<file path="src/rtl/alu_adder_64_seq.sv">
// alu_adder_64_seq: multi-cycle 64-bit adder, CHUNK bits per cycle, valid/ready handshake; optional flags via ALU_ADD_CC_FLAGS_EN
module alu_adder_64_seq #(
  parameter int CHUNK = 8
) (
  input  logic        clk,
  input  logic        rst,
  input  logic        in_valid,
  output logic        in_ready,
  input  logic [63:0] a,
  input  logic [63:0] b,
  input  logic        cin,
  output logic        out_valid,
  input  logic        out_ready,
  output logic [63:0] sum,
  output logic        cout,
  output logic        overflow
`ifdef ALU_ADD_CC_FLAGS_EN
  ,
  output logic        zf,
  output logic        sf
`endif
);
  localparam int NCYC = 64 / CHUNK;
  localparam int CW = NCYC > 1 ? $clog2(NCYC) : 1;
  localparam logic [CW-1:0] LAST = CW'(NCYC - 1);
  if (CHUNK != 1 && CHUNK != 2 && CHUNK != 4 && CHUNK != 8 &&
      CHUNK != 16 && CHUNK != 32 && CHUNK != 64) begin : g_bad_chunk
    $error("alu_adder_64_seq: CHUNK must be 1, 2, 4, 8, 16, 32 or 64");
  end
  typedef enum logic [1:0] {IDLE, RUN, DONE} state_t;
  state_t r_state, w_next;
  logic [63:0] r_a, r_b, r_sum, w_nsum;
  logic [CW-1:0] r_cnt;
  logic r_carry, r_cout, r_ovf;
  logic [CHUNK-1:0] w_ca, w_cb;
  logic [CHUNK:0] w_s;
  logic w_last, w_c63in;
  assign w_ca = r_a[r_cnt*CHUNK +: CHUNK];
  assign w_cb = r_b[r_cnt*CHUNK +: CHUNK];
  assign w_s = {1'b0, w_ca} + {1'b0, w_cb} + {{CHUNK{1'b0}}, r_carry};
  assign w_last = r_cnt == LAST;
  // carry into the chunk's top bit, recovered from its sum bit and operand bits
  assign w_c63in = w_s[CHUNK-1] ^ w_ca[CHUNK-1] ^ w_cb[CHUNK-1];
  assign in_ready = r_state == IDLE;
  assign out_valid = r_state == DONE;
  assign sum = r_sum;
  assign cout = r_cout;
  assign overflow = r_ovf;
  // sum register with the current chunk result merged in
  always_comb begin
    w_nsum = r_sum;
    w_nsum[r_cnt*CHUNK +: CHUNK] = w_s[CHUNK-1:0];
  end
  // next-state logic
  always_comb begin
    w_next = r_state;
    case (r_state)
      IDLE:    w_next = in_valid ? RUN : IDLE;
      RUN:     w_next = w_last ? DONE : RUN;
      DONE:    w_next = out_ready ? IDLE : DONE;
      default: w_next = IDLE;
    endcase
  end
  // state register
  always_ff @(posedge clk or posedge rst) begin
    if (rst) r_state <= IDLE;
    else r_state <= w_next;
  end
  // operand capture and chunked add datapath
  always_ff @(posedge clk or posedge rst) begin
    if (rst) begin
      r_a <= '0;
      r_b <= '0;
      r_sum <= '0;
      r_cnt <= '0;
      r_carry <= 1'b0;
      r_cout <= 1'b0;
      r_ovf <= 1'b0;
    end else if (r_state == IDLE && in_valid) begin
      r_a <= a;
      r_b <= b;
      r_carry <= cin;
      r_cnt <= '0;
    end else if (r_state == RUN) begin
      r_sum <= w_nsum;
      r_carry <= w_s[CHUNK];
      if (w_last) begin
        r_cout <= w_s[CHUNK];
        r_ovf <= w_s[CHUNK] ^ w_c63in;
      end else begin
        r_cnt <= r_cnt + 1'b1;
      end
    end
  end
`ifdef ALU_ADD_CC_FLAGS_EN
  logic r_zf, r_sf;
  assign zf = r_zf;
  assign sf = r_sf;
  // condition flags captured with the final chunk
  always_ff @(posedge clk or posedge rst) begin
    if (rst) begin
      r_zf <= 1'b0;
      r_sf <= 1'b0;
    end else if (r_state == RUN && w_last) begin
      r_zf <= w_nsum == 64'd0;
      r_sf <= w_nsum[63];
    end
  end
`endif
endmodule

</file>
<file path="config.mk">
export PLATFORM = sky130hd
export DESIGN_NAME = alu_adder_64_seq
export DESIGN_NICKNAME = d
export VERILOG_FILES = /design/src/rtl/alu_adder_64_seq.sv
export SDC_FILE = /design/constraint.sdc
export NUM_CORES = 1
export LEC_CHECK = 0
export BUFFER_PORTS_ARGS = -buffer_cell sky130_fd_sc_hd__buf_2
export CORE_MARGIN = 2
export CORE_UTILIZATION = 55
export CTS_CLUSTER_SIZE = 40
export DETAILED_ROUTE_END_ITERATION = 16
export GPL_TIMING_DRIVEN = 1
export PLACE_DENSITY_LB_ADDON = 0.12
export SLEW_MARGIN = 15
export SYNTH_ARGS = -nofsm -noshare
export SYNTH_HDL_FRONTEND = slang
export SYNTH_SLANG_ARGS = --single-unit
</file>
<file path="constraint.sdc">
create_clock -name clk -period 14.9 [get_ports clk]
set_input_delay 2.98 -clock clk [delete_from_list [all_inputs] [get_ports clk]]
set_output_delay 2.98 -clock clk [all_outputs]
set_load 0.03 [all_outputs]
</file>
Word-level counts from Yosys, hierarchy flattened. Index checks and enable logic that the tools add are counted.

Output and inout bits: 68. Word-level logic and storage cells: 40. Register bits after elaboration: 200. Input port bits: 133.

Shift operators: 4. Equality and inequality tests: 4. $add $sub $neg: 4. Multiplexer cells: 10. Bitwise gates (word level): 4. Reduce and logical (&&, ||, !) cells: 6.

Operators by type and width (number): variable part select 64 x 7 -> 8 bit (2); bitwise mux 64 bit (1); variable shift 8 x 34 -> 64 bit, first input constant (1); variable part select 8 x 34 -> 64 bit (1); negation 6 -> 34 bit (1); adder 8 x 8 -> 9 bit (1); adder 9 x 1 -> 9 bit (1); 2-to-1 mux 3 bit (3); one-hot mux 2 bit (3 select lines) (1); 2-to-1 mux 2 bit (2); AND reduction 2 bit (2); adder 3 x 1 -> 3 bit, second input constant (1); == test 3 bit, second input constant (1); 2-to-1 mux 1 bit (3); AND reduction 3 bit (1); XOR 1 bit (3); == test 2 x 1 -> 1 bit, second input constant (1); == test 2 bit, second input constant (1); zero test 2 bit (1); inequality test 2 x 1 -> 1 bit, second input constant (1); nonzero test 2 bit (1); logical AND 1 bit (1); NOT 1 bit (1).

Logic depth before layout (Yosys ltp).
Word-level depth: 6. Mapped depth: 14. Mapped depth without buffers: 11.

Least setup slack after synthesis. No wires, ideal clock.

Path kind: input to register. From: input port in_valid. To: register r_a[0]. Library setup time: 0.125 ns. Path slack: 10.700 ns. Arrival: 4.075 ns. Buffers on the path: 2. Required time: 14.775 ns. Stages on the path: 5. Cells stage by stage: nand2_1 > nor2_1 > clkbuf_1 > buf_2 > mux2_2.

Longest elaborated chain between the ends: 1.

RTL lines: start, declared (line 7) `input logic in_valid,`; logical AND 1 bit (line 79) `end else if (r_state == IDLE && in_valid) begin`; end signal, assigned (line 72) `r_a <= '0;`; end signal, assigned (line 80) `r_a <= a;`; end, declared (line 32) `logic [63:0] r_a, r_b, r_sum, w_nsum;`.

No other way between the ends. A chain may end at the register's enable or synchronous reset.

Worst setup path after layout.
From: input port in_valid. To: register r_b[31].

Longest elaborated chain between the ends: 1.

RTL lines: logical AND 1 bit (line 79); end signal, assigned (line 73) `r_b <= '0;`; end signal, assigned (line 81) `r_b <= b;`; end, declared (line 32).

No other way between the ends.

==> qor.csv <==
metric,value,unit
status,"finished, final reports clean",
firstDrtPassIters,4,
synth.avg_cell_area,13.8,um2
layout_commonest_cell,buf_2,
dp_hpwl,14.7,mm
fin_tns_setup,0,ns
cts_inserted_buffers,17,
p_comb_share,53.1,%
die_w,132,um
synth_top_flop_cell,dfrtp_1,
regToRegSetupSlack,10.08,ns
layout_min_cycle_time,4.86,ns
wl_per_cell,18.9,um
cp_max_fo,80,
cts_tree,done,
final_cells,1071,
max_freq,206,MHz
yosys_warnings,0,
grt_overflow,0,
critPathCaptureType,flip-flop,
first_iter_violations,249,
htree_levels,4,
layout-drive-gt1-share,52.7,%
place_congestion,0.786,
rows,46,
worstSetupPathType,in2reg,
ctsResizeCount,0,
p_int,1.71,mW
coreArea,0.0159,mm2
final_cell_mix,"200 x buf_2, 199 x dfrtp_1, 173 x mux2_2, 79 x nand2_1, 28 x mux4_2",
timing.final.ws_setup,10.04,ns
clock_path_buffers,2,
seqPwrFrac,31.8,%
net-switching-power,1.26,mW
cts.sinks,200,
yosysSeqAreaShare,55.5,%
hold_class,reg2reg,
power_density,276,mW/mm2
slew_violations,0,
post-route-period-util,32.6,%
setup_viol,0,
synth-edff-count,0,
pre_cts_ws,9.61,ns
dieArea,0.0174,mm2
drc,0,
cp.required,15.21,ns
hold_violations,0,
post_cts_buffers,0,
start_util,56.6,%
antenna_found_initial,2,
rsz0062_at_grt,no,
netlist_instances,652,
num-nets-final,987,
root_buffer,clkbuf_16,
async_flop_share,100,%
peakVddDrop,169,uV
relSlewSlack,33.3,%
io_buffers,200,
p_leak,5.12,nW
insertion_delay,0.44,ns
power_frac_clock,15.1,%
ios,201,
grt_pass1_vias,6467,
tightest_slew,1.00,ns
swShare,42.4,%
grt_pass1_wl,33.4,mm
finClkSkew,0.0179,ns
placedCellCount,1038,
synth.net_count,798,
critPathArrivalTime,5.16,ns
synthToLayoutAreaGrowth,19.3,%
synth-seq-cells,200,
via_per_inst,5.52,
grt_max_degree,119,
die_h,132,um
grt_util_all_layers,24.5,%
critPathLaunchType,input port,
netlist_area,0.00902,mm2
yosysUniqueCellTypes,42,
wl,20.3,mm
ant_nets,0,
cap_violations,0,
path_clk_slew,0.07,ns
cts_hold_buf,0,
n_fill_cell,1200,
dr_total_vias,5908,
[power groups by stage]
stage                     Clock [mW]  Sequential, mW  Combinational (mW)
final                          0.450           0.945                1.58
after global routing           0.485           0.977                1.70
after CTS                      0.458           0.944                1.58
after detailed placement           0           0.954                1.58
after global placement             0           0.932                1.53
after floorplan                    0            1.03                1.04
[state kept, by name (all words and copies together) (netlist names)]
signal / cells
r_carry: 1
overflow: 1
r_a: 64
r_cnt: 3
cout: 1
sum: 64
r_state: 2
r_b: 64
[logic make-up after synthesis]
| group | synth area share [%] |
|---|---|
| AOI/OAI and AO/OA | 2.91 |
| xor gates and xnor gates | 1.22 |
| adders and majority gates | 1.97 |
| buffers and inverters | 2.16 |
| DFF | 55.5 |
| muxes | 30.0 |
| and+or+nand+nor | 6.24 |
[metrics by stage]
| stage | power (mW) | hold WS [ns] | instance area (um2) | util (%) |
|---|---|---|---|---|
| 2_1_floorplan | 2.07 | 0.475 | 9020 | - |
| 3_3_place_gp | 2.46 | 0.456 | 10200 | 63.9 |
| 3_5_place_dp | 2.53 | 0.466 | 10200 | 63.9 |
| 4_1_cts | 2.99 | 0.482 | 10800 | 67.5 |
| 5_1_grt | 3.16 | 0.509 | 10800 | 67.5 |
| 6_report | 2.97 | 0.480 | 10800 | 67.5 |
[cells in the mapped netlist (3+ instances only)]
cell	number	area (um2)
buf_2	12	60.1
nand3_1	3	15.0
xor2_1	7	61.3
nand2_1	79	297
ha_1	11	138
mux2i_1	13	130
o31ai_1	3	22.5
nor3_1	3	15.0
mux2_2	173	1950
clkbuf_1	20	75.1
a21oi_1	7	35.0
mux4_2	28	631
o21ai_0	22	110
inv_1	8	30.0
xnor2_1	3	26.3
dfrtp_1	200	5000
nor2_1	23	86.3
nand2b_1	3	18.8
[path summary, 6_finish.rpt]
kind,start,to,cells past startpoint
worst max register to register,r_cnt[0]$_DFFE_PP0P_,sum[62]$_DFFE_PP0P_,12
worst min-delay path,sum[5]$_DFFE_PP0P_,sum[5]$_DFFE_PP0P_,2
max in group asynchronous,rst,r_a[58]$_DFFE_PP0P_,3
min in group asynchronous,rst,sum[29]$_DFFE_PP0P_,2
worst min register to register,sum[5]$_DFFE_PP0P_,sum[5]$_DFFE_PP0P_,2
worst max-delay path,in_valid,r_b[31]$_DFFE_PP0P_,6
[routing by layer]
layer / global-route usage [%] / routed length (um) / vias up
met5: 0 / 0 / -
met4: 8.88 / 511 / 0
met3: 6.27 / 1100 / 39
met2: 40.2 / 10100 / 188
met1: 31.9 / 8600 / 2986
li1: - / - / 2695
[area by class of cell]
type | count | area (um2) | area share, %
sequential | 200 | 5010 | 46.5
multi-input combinational | 409 | 3830 | 35.6
timing repair buffer | 205 | 1040 | 9.65
clock buffer | 18 | 439 | 4.08
tap | 216 | 270 | 2.51
clock inverter | 14 | 136 | 1.27
inverter | 8 | 37.5 | 0.349
antenna | 1 | 2.50 | 0.0233
[critical path, cell delays in order]
cell	delay, ns
buf_2	0.09
nand2_1	0.11
nor2_4	0.09
buf_4	0.53
buf_4	0.86
mux2_2	0.42
Note: power is estimated with default switching activity, not from simulation.
